--- config.mk ---
export PLATFORM = sky130hd
export DESIGN_NAME = mux_sel_scheduler
export DESIGN_NICKNAME = d
export VERILOG_FILES = /design/src/rtl/mux_sel_scheduler_pkg.sv /design/src/rtl/mux_sel_scheduler_rr_arbiter.sv /design/src/rtl/mux_sel_scheduler.sv
export SDC_FILE = /design/constraint.sdc
export NUM_CORES = 1
export LEC_CHECK = 0
export BUFFER_PORTS_ARGS = -buffer_cell sky130_fd_sc_hd__buf_2
export CAP_MARGIN = 20
export CORE_MARGIN = 8
export CORE_UTILIZATION = 55
export CTS_BUF_LIST = sky130_fd_sc_hd__clkbuf_4 sky130_fd_sc_hd__clkbuf_8
export CTS_CLUSTER_SIZE = 28
export DETAILED_ROUTE_END_ITERATION = 6
export PLACE_DENSITY_LB_ADDON = 0.12
export SETUP_SLACK_MARGIN = 0.3
export SLEW_MARGIN = 20
export SYNTH_ARGS = -nofsm -noshare
export SYNTH_HDL_FRONTEND = slang
export SYNTH_HIERARCHICAL = 1
export SYNTH_SLANG_ARGS = --single-unit
--- constraint.sdc ---
create_clock -name clk -period 6.2 [get_ports clk]
set_clock_uncertainty 0.1 [all_clocks]
set_input_delay 0.31 -clock clk [delete_from_list [all_inputs] [get_ports clk]]
set_output_delay 0.31 -clock clk [all_outputs]
set_load 0.02 [all_outputs]
--- src/rtl/mux_sel_scheduler_pkg.sv ---
`default_nettype none
// ------------------------------------------------------------------------
// mux_sel_scheduler_pkg - demux select codes, scheduler states, idx->sel map
// Rev 1.0
// ------------------------------------------------------------------------
package mux_sel_scheduler_pkg;

  localparam logic [2:0] SEL_NONE = 3'd0;
  localparam logic [2:0] SEL_M1   = 3'd1;
  localparam logic [2:0] SEL_M2   = 3'd2;
  localparam logic [2:0] SEL_S1   = 3'd3;
  localparam logic [2:0] SEL_S2   = 3'd4;
  localparam logic [2:0] SEL_S3   = 3'd5;

  typedef enum logic [1:0] {
    ST_IDLE = 2'd0,
    ST_ARB  = 2'd1,
    ST_SEND = 2'd2,
    ST_GAP  = 2'd3
  } state_t;

  // Requester index 0..4 maps onto SEL_M1..SEL_S3.
  function automatic logic [2:0] idx_to_sel(input logic [2:0] idx);
    return idx + 3'd1;
  endfunction

endpackage
`default_nettype wire

--- src/rtl/mux_sel_scheduler_rr_arbiter.sv ---
`default_nettype none
// ------------------------------------------------------------------------
// rr_arbiter_5 - combinational 5-way round-robin pick, search from ptr+1
// Rev 1.0
// ------------------------------------------------------------------------
module rr_arbiter_5 (
  input  logic [4:0] pending,
  input  logic [2:0] ptr,
  output logic [2:0] grant,
  output logic       grant_valid
);

  logic [2:0] cand;

  always_comb begin
    grant       = 3'd0;
    grant_valid = 1'b0;
    cand        = 3'd0;
    for (int k = 1; k <= 5; k++) begin
      cand = 3'((int'(ptr) + k) % 5);
      if (!grant_valid && pending[cand]) begin
        grant       = cand;
        grant_valid = 1'b1;
      end
    end
  end

endmodule
`default_nettype wire

--- src/rtl/mux_sel_scheduler.sv ---
`default_nettype none
// ------------------------------------------------------------------------
// mux_sel_scheduler - round-robin packet sequencer driving the demux sel
// Rev 1.0
// ------------------------------------------------------------------------
module mux_sel_scheduler
  import mux_sel_scheduler_pkg::*;
#(
  parameter int TIMEOUT = 1024,
  parameter int N_REQ   = 5
) (
  input  logic               clk,
  input  logic               rst_n,
  input  logic [N_REQ-1:0]   req,
  input  logic [8*N_REQ-1:0] req_len,
  input  logic [7:0]         req_seed,
  input  logic               tready,
  output logic [2:0]         sel,
  output logic [7:0]         tdata,
  output logic               tvalid,
  output logic               tlast,
  output logic [N_REQ-1:0]   done,
  output logic [N_REQ-1:0]   abort,
  output logic               busy
);

  localparam int SW = (TIMEOUT > 1) ? $clog2(TIMEOUT + 1) : 1;
  localparam logic [SW-1:0] STALL_LAST = SW'((TIMEOUT > 0) ? TIMEOUT - 1 : 0);

  state_t             state, state_nxt;
  logic [N_REQ-1:0]   pending, pending_nxt;
  logic [2:0]         ptr, ptr_nxt, gnt, gnt_nxt;
  logic [7:0]         len, len_nxt, seed, seed_nxt, cnt, cnt_nxt;
  logic [SW-1:0]      stall, stall_nxt;
  logic               rearm, rearm_nxt;
  logic [2:0]         sel_nxt;
  logic [7:0]         tdata_nxt;
  logic               tvalid_nxt, tlast_nxt;
  logic [N_REQ-1:0]   done_nxt, abort_nxt;
  logic               finish;
  logic [2:0]         arb_idx;
  logic               arb_valid;

  rr_arbiter_5 u_arb (
    .pending     (pending),
    .ptr         (ptr),
    .grant       (arb_idx),
    .grant_valid (arb_valid)
  );

  always_comb begin
    state_nxt   = state;
    pending_nxt = pending | req;
    ptr_nxt     = ptr;
    gnt_nxt     = gnt;
    len_nxt     = len;
    seed_nxt    = seed;
    cnt_nxt     = cnt;
    stall_nxt   = stall;
    rearm_nxt   = rearm;
    sel_nxt     = sel;
    tdata_nxt   = tdata;
    tvalid_nxt  = tvalid;
    tlast_nxt   = tlast;
    done_nxt    = '0;
    abort_nxt   = '0;
    finish      = 1'b0;

    case (state)
      ST_IDLE: begin
        if (arb_valid) begin
          gnt_nxt   = arb_idx;
          sel_nxt   = idx_to_sel(arb_idx);
          len_nxt   = req_len[{arb_idx, 3'b000} +: 8];
          seed_nxt  = req_seed;
          cnt_nxt   = 8'd0;
          stall_nxt = '0;
          rearm_nxt = 1'b0;
          state_nxt = ST_ARB;
        end
      end
      ST_ARB: begin
        // The owner's pending bit stays set while granted, so new requests
        // from it are remembered here and restored when the packet ends.
        rearm_nxt  = rearm | req[gnt];
        tdata_nxt  = seed;
        tvalid_nxt = 1'b1;
        tlast_nxt  = (len == 8'd0);
        state_nxt  = ST_SEND;
      end
      ST_SEND: begin
        rearm_nxt = rearm | req[gnt];
        if (tvalid && tready) begin
          stall_nxt = '0;
          if (tlast) begin
            done_nxt[gnt] = 1'b1;
            finish        = 1'b1;
          end else begin
            cnt_nxt   = cnt + 8'd1;
            tdata_nxt = tdata + 8'd1;
            tlast_nxt = ((cnt + 8'd1) == len);
          end
        end else if (TIMEOUT != 0 && stall == STALL_LAST) begin
          abort_nxt[gnt] = 1'b1;
          finish         = 1'b1;
        end else begin
          stall_nxt = stall + 1'b1;
        end
        if (finish) begin
          tvalid_nxt       = 1'b0;
          tlast_nxt        = 1'b0;
          sel_nxt          = SEL_NONE;
          ptr_nxt          = gnt;
          pending_nxt[gnt] = rearm_nxt;
          state_nxt        = ST_GAP;
        end
      end
      ST_GAP: begin
        sel_nxt    = SEL_NONE;
        tvalid_nxt = 1'b0;
        state_nxt  = ST_IDLE;
      end
      default: state_nxt = ST_IDLE;
    endcase
  end

  always_ff @(posedge clk) begin
    if (!rst_n) begin
      state   <= ST_IDLE;
      pending <= '0;
      ptr     <= 3'd4;
      gnt     <= 3'd0;
      len     <= 8'd0;
      seed    <= 8'd0;
      cnt     <= 8'd0;
      stall   <= '0;
      rearm   <= 1'b0;
      sel     <= SEL_NONE;
      tdata   <= 8'd0;
      tvalid  <= 1'b0;
      tlast   <= 1'b0;
      done    <= '0;
      abort   <= '0;
      busy    <= 1'b0;
    end else begin
      state   <= state_nxt;
      pending <= pending_nxt;
      ptr     <= ptr_nxt;
      gnt     <= gnt_nxt;
      len     <= len_nxt;
      seed    <= seed_nxt;
      cnt     <= cnt_nxt;
      stall   <= stall_nxt;
      rearm   <= rearm_nxt;
      sel     <= sel_nxt;
      tdata   <= tdata_nxt;
      tvalid  <= tvalid_nxt;
      tlast   <= tlast_nxt;
      done    <= done_nxt;
      abort   <= abort_nxt;
      busy    <= (state_nxt != ST_IDLE);
    end
  end

endmodule
`default_nettype wire

==> summary.md, run 1 <==
| Metric | Value |
|---|---|
| Async set-or-reset flop fraction in the synthesized netlist | 0% |
| Layout Utilization | a little over three fifths |
| Detailed-route via count | around 5200 |
| Multi-input logic area | around 3700 um^2 |
| Number of top-level pins | 80 |
| Count of distinct cell types in the synthesized netlist | a little under 90 |
| CTS H-tree depth | 3 |
| Wire length of the first global-routing pass | approximately 24000 um |
| Post-synthesis mux area share | 7.98% |
| Xor and xnor area share after synthesis | under 10% |
| Share of post-route cells with drive strength above 1 | slightly above 20% |
| P per Cell Area | 277 nW/um^2 |
| EDFF count, synth | 0 |
| Root buffer cell | sky130_fd_sc_hd__clkbuf_8 |
| Overall fraction of global-route tracks in use | 21.9% |
| Result of the run | completed |
| Cell count after synthesis | between 600 and 700 |
| Critical path launch point type | flop |
| Commonest cells after routing, fill and taps aside | sky130_fd_sc_hd__buf_2 (79), sky130_fd_sc_hd__dfxtp_1 (71), sky130_fd_sc_hd__nand2_1 (65) |
| Number of CTS-inserted buffers | 9 |
| Post-CTS clock slew at the launch and capture registers of the worst setup and hold paths | around 100 ps |
| Pin count of the biggest net entering global routing | 29 |
| Setup Viol. Count Final | 0 |
| Most area-consuming cells after synthesis | sky130_fd_sc_hd__dfxtp_1 (27%), sky130_fd_sc_hd__ha_1 (7.8%), sky130_fd_sc_hd__a21oi_1 (5.0%) |
| Most common flop cell mapped by yosys | sky130_fd_sc_hd__dfxtp_1 |
| Number of antenna violations at the first check in global routing | 0 |
| Die H | approximately 120 um |
| Post-synthesis compound-gate area fraction | approximately 22% |
| WP data arrival | roughly 5700 ps |
| Final min period | 5520 ps |
| Startpoint of the lowest-slack hold path | req_seed[6] |
| Slew at the pin closest to its max-slew limit | ~770 ps |
| Area post-placement | just under 6000 um^2 |
| Floorplan Core Area | a little under 10000 um^2 |
| Most common library cell in the layout ignoring fill and taps | sky130_fd_sc_hd__buf_2 |
| Power Total | 0.00169 W |
| Worst Path Class, Setup | flop to flop |
| Wire length per cell after detailed routing | around 17 um |
| Total wirelength of the detailed-routed design | between 10000 and 15000 um |
| Startpoint of the worst-slack reg-to-reg timing path | ptr[0] |
| Post-synthesis share of cell area spent on full adders, half adders and majority gates | between 8 and 9% |
| Synth Register Bits | 73 |
| Worst hold-check path type | primary input to flop |
| Number of routed nets with antenna violations | 0 |
| Worst slew margin relative to its limit | 48.6% |
| Area taken by flip-flops and latches | approximately 1500 um^2 |
| Final hold violations | 0 |
| Clk_lat worst skew | approximately 360 ps |
| Highest fanout seen on the critical path | 14 |
| YS warnings | 6 |
| Sum of overflow across all layers after global routing | 0 |
| Ratio of final minimum period to clock period | slightly below 90% |
| RSZ-0062 raised after global routing | no |
| Chip width | ~120 um |
| TritonCTS clock tree | yes |
| Count of instances resized after the clock tree is built | 0 |
| Total DRC errors in the routed layout | 0 |
| Max-cap violations | 0 |
| Starting density of the core | between 50% and 60% |
| Synthesized net count | between 700 and 800 |
| Number of diodes added for antenna fixing | 0 |
| Maximum VDD drop | around 0.00016 V |
| Cts-stage hold buffer count | 0 |
| Worst path required time | roughly 6400 ps |
| DRC marker count from the first detailed-route iteration | roughly 320 |
| Postcts setup bufs | 0 |
| Area fraction in and, or, nand and nor cells after synthesis | between 20% and 30% |
| Largest family of logic cells by synthesized area | simple AND/OR/NAND/NOR gates |
| Maximum clock frequency | between 150 and 200 MHz |
| Post-Syn Area | 5490 um^2 |
| Global placer's final weighted congestion | ~0.88 |
| Total count of max-transition violations in the final report | 0 |
| Leak pwr | around 2.4 nW |
| Number of vias per cell | about 6.0 |
| Number of iterations in the first detailed-routing pass | 5 |
| Area fraction of the dominant cell type after synthesis | about a quarter |
| Number of buffers between clock root and the deepest sink | 2 |
| Worst setup EP type | flop |
| Count of input and output buffers | 79 |
| Worst Setup SP | ptr[0] |
| Hpwl dp | 10900 um |
| Number of sinks on the clock net | 73 |
| Number of nets in the layout | 822 |
| Synth area leader | sky130_fd_sc_hd__dfxtp_1 |
| Number of placement rows | 36 |
| Avg Cell Area, Syn | 8.20 um^2 |
| Layout Area Growth over Synthesis | 11.5% |
| Area of the die | about 13000 um^2 |
| Sum of negative setup slack | 0 ps |
| Via count of the first global-routing pass | 5122 |
| # fillers | between 900 and 1000 |
| Post-route cell area | just over 6000 um^2 |
| Sequential fraction of the synthesis area | 26.6% |
-- kinds of logic after synthesis --
| kind of cell | count (synthesis) |
|---|---|
| AOI/OAI and AO/OA | 182 |
| adders and majority gates | 35 |
| muxes | 29 |
| and+or+nand+nor | 256 |
| DFF | 73 |
| buffers and inverters | 68 |
| xor gates and xnor gates | 26 |
-- through the flow --
stage | instances | hold slack (ps) | setup slack [ps]
floorplan | 669 | 309 | 1020
global placement | 853 | 319 | 777
detailed placement | 853 | 347 | 621
CTS | 869 | 57.1 | 596
global route | 869 | 88.0 | 307
finish | 869 | 75.9 | 682
-- synth_stat cells, types with 3 or more instances --
cell type,n
sky130_fd_sc_hd__nor4b_1,3
sky130_fd_sc_hd__mux4_2,10
sky130_fd_sc_hd__o22ai_1,6
sky130_fd_sc_hd__a31oi_1,7
sky130_fd_sc_hd__nor3_1,28
sky130_fd_sc_hd__or4_1,6
sky130_fd_sc_hd__o31ai_1,5
sky130_fd_sc_hd__nand2_1,65
sky130_fd_sc_hd__and3_1,5
sky130_fd_sc_hd__xnor2_1,17
sky130_fd_sc_hd__nand3_1,21
sky130_fd_sc_hd__a21boi_0,4
sky130_fd_sc_hd__a21oi_1,55
sky130_fd_sc_hd__mux2i_1,13
sky130_fd_sc_hd__o211ai_1,8
sky130_fd_sc_hd__inv_1,28
sky130_fd_sc_hd__nor2b_1,4
sky130_fd_sc_hd__a221oi_1,8
sky130_fd_sc_hd__buf_4,6
sky130_fd_sc_hd__nand2b_1,7
sky130_fd_sc_hd__a211oi_1,9
sky130_fd_sc_hd__or3_1,6
sky130_fd_sc_hd__clkbuf_1,18
sky130_fd_sc_hd__ha_1,34
sky130_fd_sc_hd__o21a_1,7
sky130_fd_sc_hd__nor4_1,8
sky130_fd_sc_hd__a22oi_1,3
sky130_fd_sc_hd__buf_2,4
sky130_fd_sc_hd__xor2_1,7
sky130_fd_sc_hd__o21ai_0,41
sky130_fd_sc_hd__mux2_2,5
sky130_fd_sc_hd__nand3b_1,8
sky130_fd_sc_hd__and2_1,4
sky130_fd_sc_hd__buf_6,6
sky130_fd_sc_hd__dfxtp_1,73
sky130_fd_sc_hd__nand4b_1,6
sky130_fd_sc_hd__nor2_1,58
sky130_fd_sc_hd__o21ai_1,4
-- area by class of cell --
cell class	instances	area share (%)
well taps	133	2.72
flip-flops and latches	73	23.9
clock inverters	7	1.39
clock buffers	9	2.02
multi-input cells	528	60.4
inverters	32	2.07
repair buffers	87	7.45
-- report_power, final --
| group | internal [W] | switching [W] | leakage [nW] | total, W |
|---|---|---|---|---|
| sequential | 0.000545 | 0.0000793 | 0.596 | 0.000624 |
| combinational | 0.000244 | 0.000421 | 1.69 | 0.000665 |
| clock | 0.000194 | 0.000211 | 0.100 | 0.000406 |
-- path summary, 6_finish.rpt --
check,endpoint,slack (ps),cells after the start
worst max-delay path,cnt[2],680,18
worst min-delay path,seed[6],80,3
worst max register to register,cnt[2],680,18
worst min register to register,seed[1],360,2
-- registers in the layout, summed over array words and instances (netlist names), 2 cells and up --
| register | cells |
|---|---|
| abort | 5 |
| cnt | 8 |
| done | 5 |
| gnt | 3 |
| len | 8 |
| pending | 5 |
| ptr | 3 |
| seed | 8 |
| sel | 3 |
| stall | 11 |
| state | 2 |
| tdata | 8 |
-- worst max-delay path, cell delays in order (launching register included) --
cell,delay (ps)
sky130_fd_sc_hd__dfxtp_1,390
sky130_fd_sc_hd__ha_1,370
sky130_fd_sc_hd__xnor2_4,470
sky130_fd_sc_hd__ha_1,240
sky130_fd_sc_hd__inv_1,40
sky130_fd_sc_hd__ha_1,270
sky130_fd_sc_hd__nand2b_1,180
sky130_fd_sc_hd__o31ai_1,260
sky130_fd_sc_hd__a221oi_2,170
sky130_fd_sc_hd__or4_1,530
sky130_fd_sc_hd__a31oi_1,310
sky130_fd_sc_hd__nor3_2,110
sky130_fd_sc_hd__and3_4,200
sky130_fd_sc_hd__and2_4,150
sky130_fd_sc_hd__nand2b_1,110
sky130_fd_sc_hd__nand2b_1,200
sky130_fd_sc_hd__or4b_1,660
sky130_fd_sc_hd__or3b_2,530
sky130_fd_sc_hd__a21oi_1,140
-- layer usage --
layer	global-route usage, %	share of wire, %	vias to the layer above
li1	-	-	2574
met5	0	0	-
met4	6.83	1.4	0
met1	26.0	45	2497
met2	37.5	47	146
met3	5.78	6.4	21
Note: power is estimated with default switching activity, not from simulation.
==> run 2: changes to the inputs <==
CORE_MARGIN = 3   (was 8)
CORE_UTILIZATION = 49   (was 55)
==> summary.md, run 2 (synthesis gave the netlist of run 1 again) <==
| Metric | Value |
|---|---|
| Setup Viol. Count Final | 0 |
| Ratio of final minimum period to clock period | approximately 87% |
| Cts-stage hold buffer count | 0 |
| Minimum setup slack after placement | just over 500 ps |
| Wire length per cell after detailed routing | 16.5 um |
| Max-cap violations | 0 |
| Leak pwr | 2.41 nW |
| Via count of the first global-routing pass | 4889 |
| CTS H-tree depth | 3 |
| Overall fraction of global-route tracks in use | between 20% and 30% |
| Critical path buffer and inverter count | 3 |
| Pin count of the biggest net entering global routing | 34 |
| Total count of max-transition violations in the final report | 0 |
| Number of diodes added for antenna fixing | 0 |
| DRC marker count from the first detailed-route iteration | 426 |
| Number of CTS-inserted buffers | 9 |
| Area of the die | approximately 13000 um^2 |
| Most common library cell in the layout ignoring fill and taps | sky130_fd_sc_hd__buf_2 |
| Worst Path Class, Setup | flop to flop |
| Uppermost metal layer occupied by signal nets | met4 |
| Share of post-route cells with drive strength above 1 | approximately a fifth |
| Met2 routed wirelength | around 6800 um |
| Crit-path cells | buf_4 -> inv_1 -> ha_2 -> o21a_1 -> a21oi_1 -> xnor2_1 -> ha_1 -> fa_1 -> nand3b_1 -> a21o_1 -> xnor2_2 -> mux2_2 -> o2bb2a_1 -> and3_4 -> o2111ai_1 -> o211ai_1 -> buf_4 -> mux4_2 -> a221oi_1 -> nor3_1 |
| Count of input and output buffers | 79 |
| # fillers | around 1000 |
| Final min period | 5400 ps |
| RSZ-0062 raised after global routing | no |
| Wire length on met3 | roughly 600 um |
| Number of antenna violations at the first check in global routing | 0 |
| Number of sinks on the clock net | 73 |
| Number of vias per cell | 5.98 |
| Number of placement rows | 38 |
| Total DRC errors in the routed layout | 0 |
| Number of buffers between clock root and the deepest sink | 2 |
| Result of the run | completed |
| Sum of negative setup slack | 0 ps |
| Number of iterations in the first detailed-routing pass | 5 |
| Smallest setup slack after layout | approximately 800 ps |
| Slew at the pin closest to its max-slew limit | roughly 770 ps |
| Worst slew margin relative to its limit | around half |
| Critical path launch point type | flop |
| CP dominant cell by count | sky130_fd_sc_hd__buf_4 |
| Sum of overflow across all layers after global routing | 0 |
| Clk_lat worst skew | between 300 and 400 ps |
| WP data arrival | around 5500 ps |
| Final hold violations | 0 |
| Number of routed nets with antenna violations | 0 |
| Detailed-route via count | around 5200 |
| Register with the most flip-flops | stall |
| Floorplan Core Area | between 10000 and 15000 um^2 |
| Worst hold-check path type | primary input to flop |
| Root buffer cell | sky130_fd_sc_hd__clkbuf_8 |
| Wire length of the first global-routing pass | about 23000 um |
| Slowest cell delay on critical path | ~530 ps |
| Global placer's final weighted congestion | 0.940 |
| Post-CTS clock slew at the launch and capture registers of the worst setup and hold paths | roughly 90 ps |
| Number of nets in the layout | ~800 |
| Met1 layer wirelength in the final routing | a little under 7000 um |
| P per Cell Area | between 200 and 300 nW/um^2 |
| TritonCTS clock tree | yes |
| Number of top-level pins | 80 |
| Chip width | between 100 and 150 um |
| Maximum VDD drop | between 0.0002 and 0.00025 V |
| Hpwl dp | around 11000 um |
| Starting density of the core | between 50% and 60% |
| Worst setup EP type | flop |
| Family with the most delay on the worst path | compound AO/OA/AOI/OAI gates |
| Highest fanout seen on the critical path | 14 |
| Maximum clock frequency | 185 MHz |
| Total wirelength of the detailed-routed design | roughly 14000 um |
| Layout Area Growth over Synthesis | 12.4% |
| Die H | about 110 um |
| Worst path required time | approximately 6300 ps |
| Number of flip-flops in the largest register | 11 |
| Commonest cells after routing, fill and taps aside | sky130_fd_sc_hd__buf_2 (79), sky130_fd_sc_hd__dfxtp_1 (72), sky130_fd_sc_hd__nand2_1 (65) |
| Cell type of the slowest stage on the worst timing path | sky130_fd_sc_hd__mux4_2 |
## run 2: worst paths after layout
check / end / cells past startpoint / start / slack (ps)
worst max-delay path: len[7] / 20 / ptr[2] / 800
worst min-delay path: seed[3] / 3 / req_seed[3] / 80
worst max register to register: len[7] / 20 / ptr[2] / 800
worst min register to register: stall[10] / 2 / stall[10] / 340
## run 2: per-layer routing
metal	vias to the layer above	global-route usage (%)
li1	2586	-
met1	2525	30.1
met2	123	36.5
met3	15	4.51
met4	0	6.97
met5	-	0
## run 2: what timing repair did
item,in CTS,in global routing
buffers inserted,0,1
gates resized for setup,0,7
setup endpoints to repair,0,17
endpoints found under the hold margin,0,0
## run 2: layout make-up
class	count	area, um^2	share of cell area (%)
timing repair buffer	89	470	7.63
multi-input combinational	528	3710	60.2
tap	140	175	2.84
inverter	32	130	2.11
clock inverter	7	95.1	1.54
clock buffer	9	124	2.01
sequential	73	1460	23.7
## run 2: power by group
part	total, W	switching [W]	leakage, nW	internal (W)
sequential	0.000628	0.0000828	0.596	0.000545
combinational	0.000666	0.000421	1.70	0.000245
clock	0.000409	0.000210	0.111	0.000199
total	0.00170	0.000713	2.41	0.000989
## run 2: stage by stage
| stage | std cells | total power, W | area [um^2] | utilization, % | hold WS [ps] |
|---|---|---|---|---|---|
| global route | 878 | 0.00182 | 6170 | 56.6 | 73.7 |
| finish | 878 | 0.00170 | 6170 | 56.6 | 76.3 |
| detailed placement | 861 | 0.00129 | 5920 | 54.3 | 322 |
| CTS | 877 | 0.00171 | 6130 | 56.3 | 48.2 |
| global placement | 861 | 0.00128 | 5920 | 54.3 | 320 |
| floorplan | 669 | 0.00112 | 5490 | - | 309 |
## run 2: worst min-delay path, cell delays in order
cell and delay [ps]:
sky130_fd_sc_hd__buf_2 90, sky130_fd_sc_hd__nand2_1 40, sky130_fd_sc_hd__a21oi_1 50
==> run 3: changes to the inputs <==
PLACE_DENSITY = 0.78   (was default)
PLACE_DENSITY_LB_ADDON = default   (was 0.12)
==> summary.md, run 3 (synthesis gave the netlist of run 1 again) <==
| Metric | Value |
|---|---|
| Family with the most delay on the worst path | compound AO/OA/AOI/OAI gates |
| Cts-stage hold buffer count | 0 |
| Via count of the first global-routing pass | 4956 |
| Wire length per cell after detailed routing | roughly 16 um |
| Worst path required time | 6330 ps |
| Final hold violations | 0 |
| Number of vias per cell | 6.06 |
| Root buffer cell | sky130_fd_sc_hd__clkbuf_8 |
| Fraction of power consumed by sequential logic | 38.0% |
| Net switching fraction of the power | 40.8% |
| Worst slew margin relative to its limit | 50.9% |
| Floorplan Core Area | 10900 um^2 |
| Hpwl dp | 10600 um |
| Maximum clock frequency | roughly 180 MHz |
| Total wirelength of the detailed-routed design | between 10000 and 15000 um |
| Slew at the pin closest to its max-slew limit | about 740 ps |
| Crit-path cells | inv_1 -> ha_1 -> o21a_1 -> a21oi_1 -> xnor2_1 -> ha_1 -> fa_1 -> nand3b_1 -> a21o_1 -> xnor2_1 -> mux2_2 -> o2bb2a_1 -> and3_4 -> o2111ai_1 -> o211ai_1 -> buf_4 -> mux4_2 -> a221oi_1 -> nor3_1 |
| RSZ-0062 raised after global routing | yes |
| TritonCTS clock tree | yes |
| Worst hold-check path type | primary input to flop |
| Post-CTS clock slew at the launch and capture registers of the worst setup and hold paths | about 70 ps |
| Global placer's final weighted congestion | ~0.92 |
| Layout Utilization | about 56% |
| Share of post-route cells with drive strength above 1 | between 20% and 30% |
| Sum of overflow across all layers after global routing | 0 |
| # fillers | roughly 970 |
| Commonest cells after routing, fill and taps aside | sky130_fd_sc_hd__buf_2 (79), sky130_fd_sc_hd__dfxtp_1 (72), sky130_fd_sc_hd__nand2_1 (65) |
| Number of diodes added for antenna fixing | 0 |
| Max-cap violations | 0 |
| Worst setup EP type | flop |
| Fraction of power consumed by the clock network | 21.8% |
| Switching pwr | around 0.00067 W |
| Postcts setup bufs | 0 |
| Clk_lat worst skew | between 300 and 400 ps |
| Number of CTS-inserted buffers | 9 |
| Number of placement rows | 38 |
| Register with the most flip-flops | stall |
| Starting density of the core | roughly half |
| Ratio of final minimum period to clock period | between 90 and 100% |
| Layout Area Growth over Synthesis | 11.2% |
| Leak pwr | 2.37 nW |
| Area taken by flip-flops and latches | roughly 1500 um^2 |
| Critical path launch point type | flop |
| WP data arrival | 5770 ps |
| Pin count of the biggest net entering global routing | 29 |
| Highest fanout seen on the critical path | 12 |
| Most common library cell in the layout ignoring fill and taps | sky130_fd_sc_hd__buf_2 |
| Overall fraction of global-route tracks in use | roughly 22% |
| DRC marker count from the first detailed-route iteration | between 300 and 400 |
| Number of routed nets with antenna violations | 0 |
| Number of nets in the layout | 821 |
| Count of instances resized after the clock tree is built | 0 |
| Number of flip-flops in the largest register | 11 |
| Worst Path Class, Setup | flop to flop |
| Minimum setup slack after placement | approximately 540 ps |
| Final min period | approximately 5600 ps |
| Multi-input logic area | 3700 um^2 |
| Wire length of the first global-routing pass | about 24000 um |
| Total DRC errors in the routed layout | 0 |
| Total count of max-transition violations in the final report | 0 |
| Slowest cell delay on critical path | between 500 and 600 ps |
| Detailed-route via count | between 5000 and 6000 |
| CTS H-tree depth | 3 |
| Power Total | about 0.0016 W |
| Die H | roughly 110 um |
| Area of the die | between 10000 and 15000 um^2 |
| Number of sinks on the clock net | 73 |
| Chip width | 112 um |
| Fraction of power consumed by combinational cells | between 40% and 50% |
| Number of antenna violations at the first check in global routing | 0 |
| Count of input and output buffers | just under 80 |
| P per Cell Area | between 200 and 300 nW/um^2 |
| Smallest setup slack after layout | 557 ps |
| Critical path buffer and inverter count | 2 |
| Result of the run | completed |
| Number of top-level pins | 80 |
| Non-filler instance count after layout | ~900 |
| Sum of negative setup slack | 0 ps |
| Cell type of the slowest stage on the worst timing path | sky130_fd_sc_hd__mux4_2 |
| Number of iterations in the first detailed-routing pass | 5 |
| Number of instances in the placed design | 859 |
| Setup Viol. Count Final | 0 |
| Cell-internal power | ~0.00097 W |
| Number of buffers between clock root and the deepest sink | 2 |
| Maximum VDD drop | around 0.00017 V |
[run 3: worst reg2reg max path, cell delays in order, from the launching register on]
cell and delay (ps):
sky130_fd_sc_hd__dfxtp_1 520, sky130_fd_sc_hd__inv_1 260, sky130_fd_sc_hd__ha_1 500, sky130_fd_sc_hd__o21a_1 240, sky130_fd_sc_hd__a21oi_1 150, sky130_fd_sc_hd__xnor2_1 120
sky130_fd_sc_hd__ha_1 220, sky130_fd_sc_hd__fa_1 350, sky130_fd_sc_hd__nand3b_1 240, sky130_fd_sc_hd__a21o_1 230, sky130_fd_sc_hd__xnor2_1 200, sky130_fd_sc_hd__mux2_2 390
sky130_fd_sc_hd__o2bb2a_1 330, sky130_fd_sc_hd__and3_4 230, sky130_fd_sc_hd__o2111ai_1 120, sky130_fd_sc_hd__o211ai_1 120, sky130_fd_sc_hd__buf_4 270, sky130_fd_sc_hd__mux4_2 540
sky130_fd_sc_hd__a221oi_1 340, sky130_fd_sc_hd__nor3_1 70
[run 3: cell type report]
| class | count | area share, % |
|---|---|---|
| Inverter | 32 | 2.07 |
| Sequential cell | 73 | 24.0 |
| Timing Repair Buffer | 86 | 7.35 |
| Clock inverter | 6 | 0.985 |
| Multi-Input combinational cell | 528 | 60.7 |
| Clock buffer | 9 | 2.03 |
| Tap cell | 140 | 2.87 |
[run 3: stage by stage]
stage          hold WS (ps)  cell area [um^2]
2_1_floorplan           309              5490
3_5_place_dp            329              5900
6_report               97.6              6100
3_3_place_gp            319              5900
5_1_grt                87.3              6100
4_1_cts                75.0              6080
[run 3: power groups by stage]
stage / Combinational, W / Sequential (W) / Clock, W
after detailed placement: 0.000650 / 0.000632 / 0
after floorplan: 0.000489 / 0.000633 / 0
after global routing: 0.000739 / 0.000635 / 0.000387
after global placement: 0.000633 / 0.000630 / 0
final: 0.000661 / 0.000623 / 0.000357
after CTS: 0.000653 / 0.000622 / 0.000365
[run 3: path summary, 6_finish.rpt]
path / startpoint / end / slack (ps) / depth (start not counted)
worst max-delay path: ptr[1] / len[7] / 560 / 19
worst min-delay path: req_seed[4] / seed[4] / 100 / 3
worst max register to register: ptr[1] / len[7] / 560 / 19
worst min register to register: stall[10] / stall[10] / 340 / 2
[run 3: per-layer routing]
| metal | track usage, % | part of all wire (%) | vias up |
|---|---|---|---|
| li1 | - | - | 2572 |
| met1 | 30.6 | 45 | 2529 |
| met2 | 36.5 | 49 | 176 |
| met3 | 3.53 | 5.1 | 20 |
| met4 | 6.81 | 1.2 | 0 |
| met5 | 0 | 0 | - |
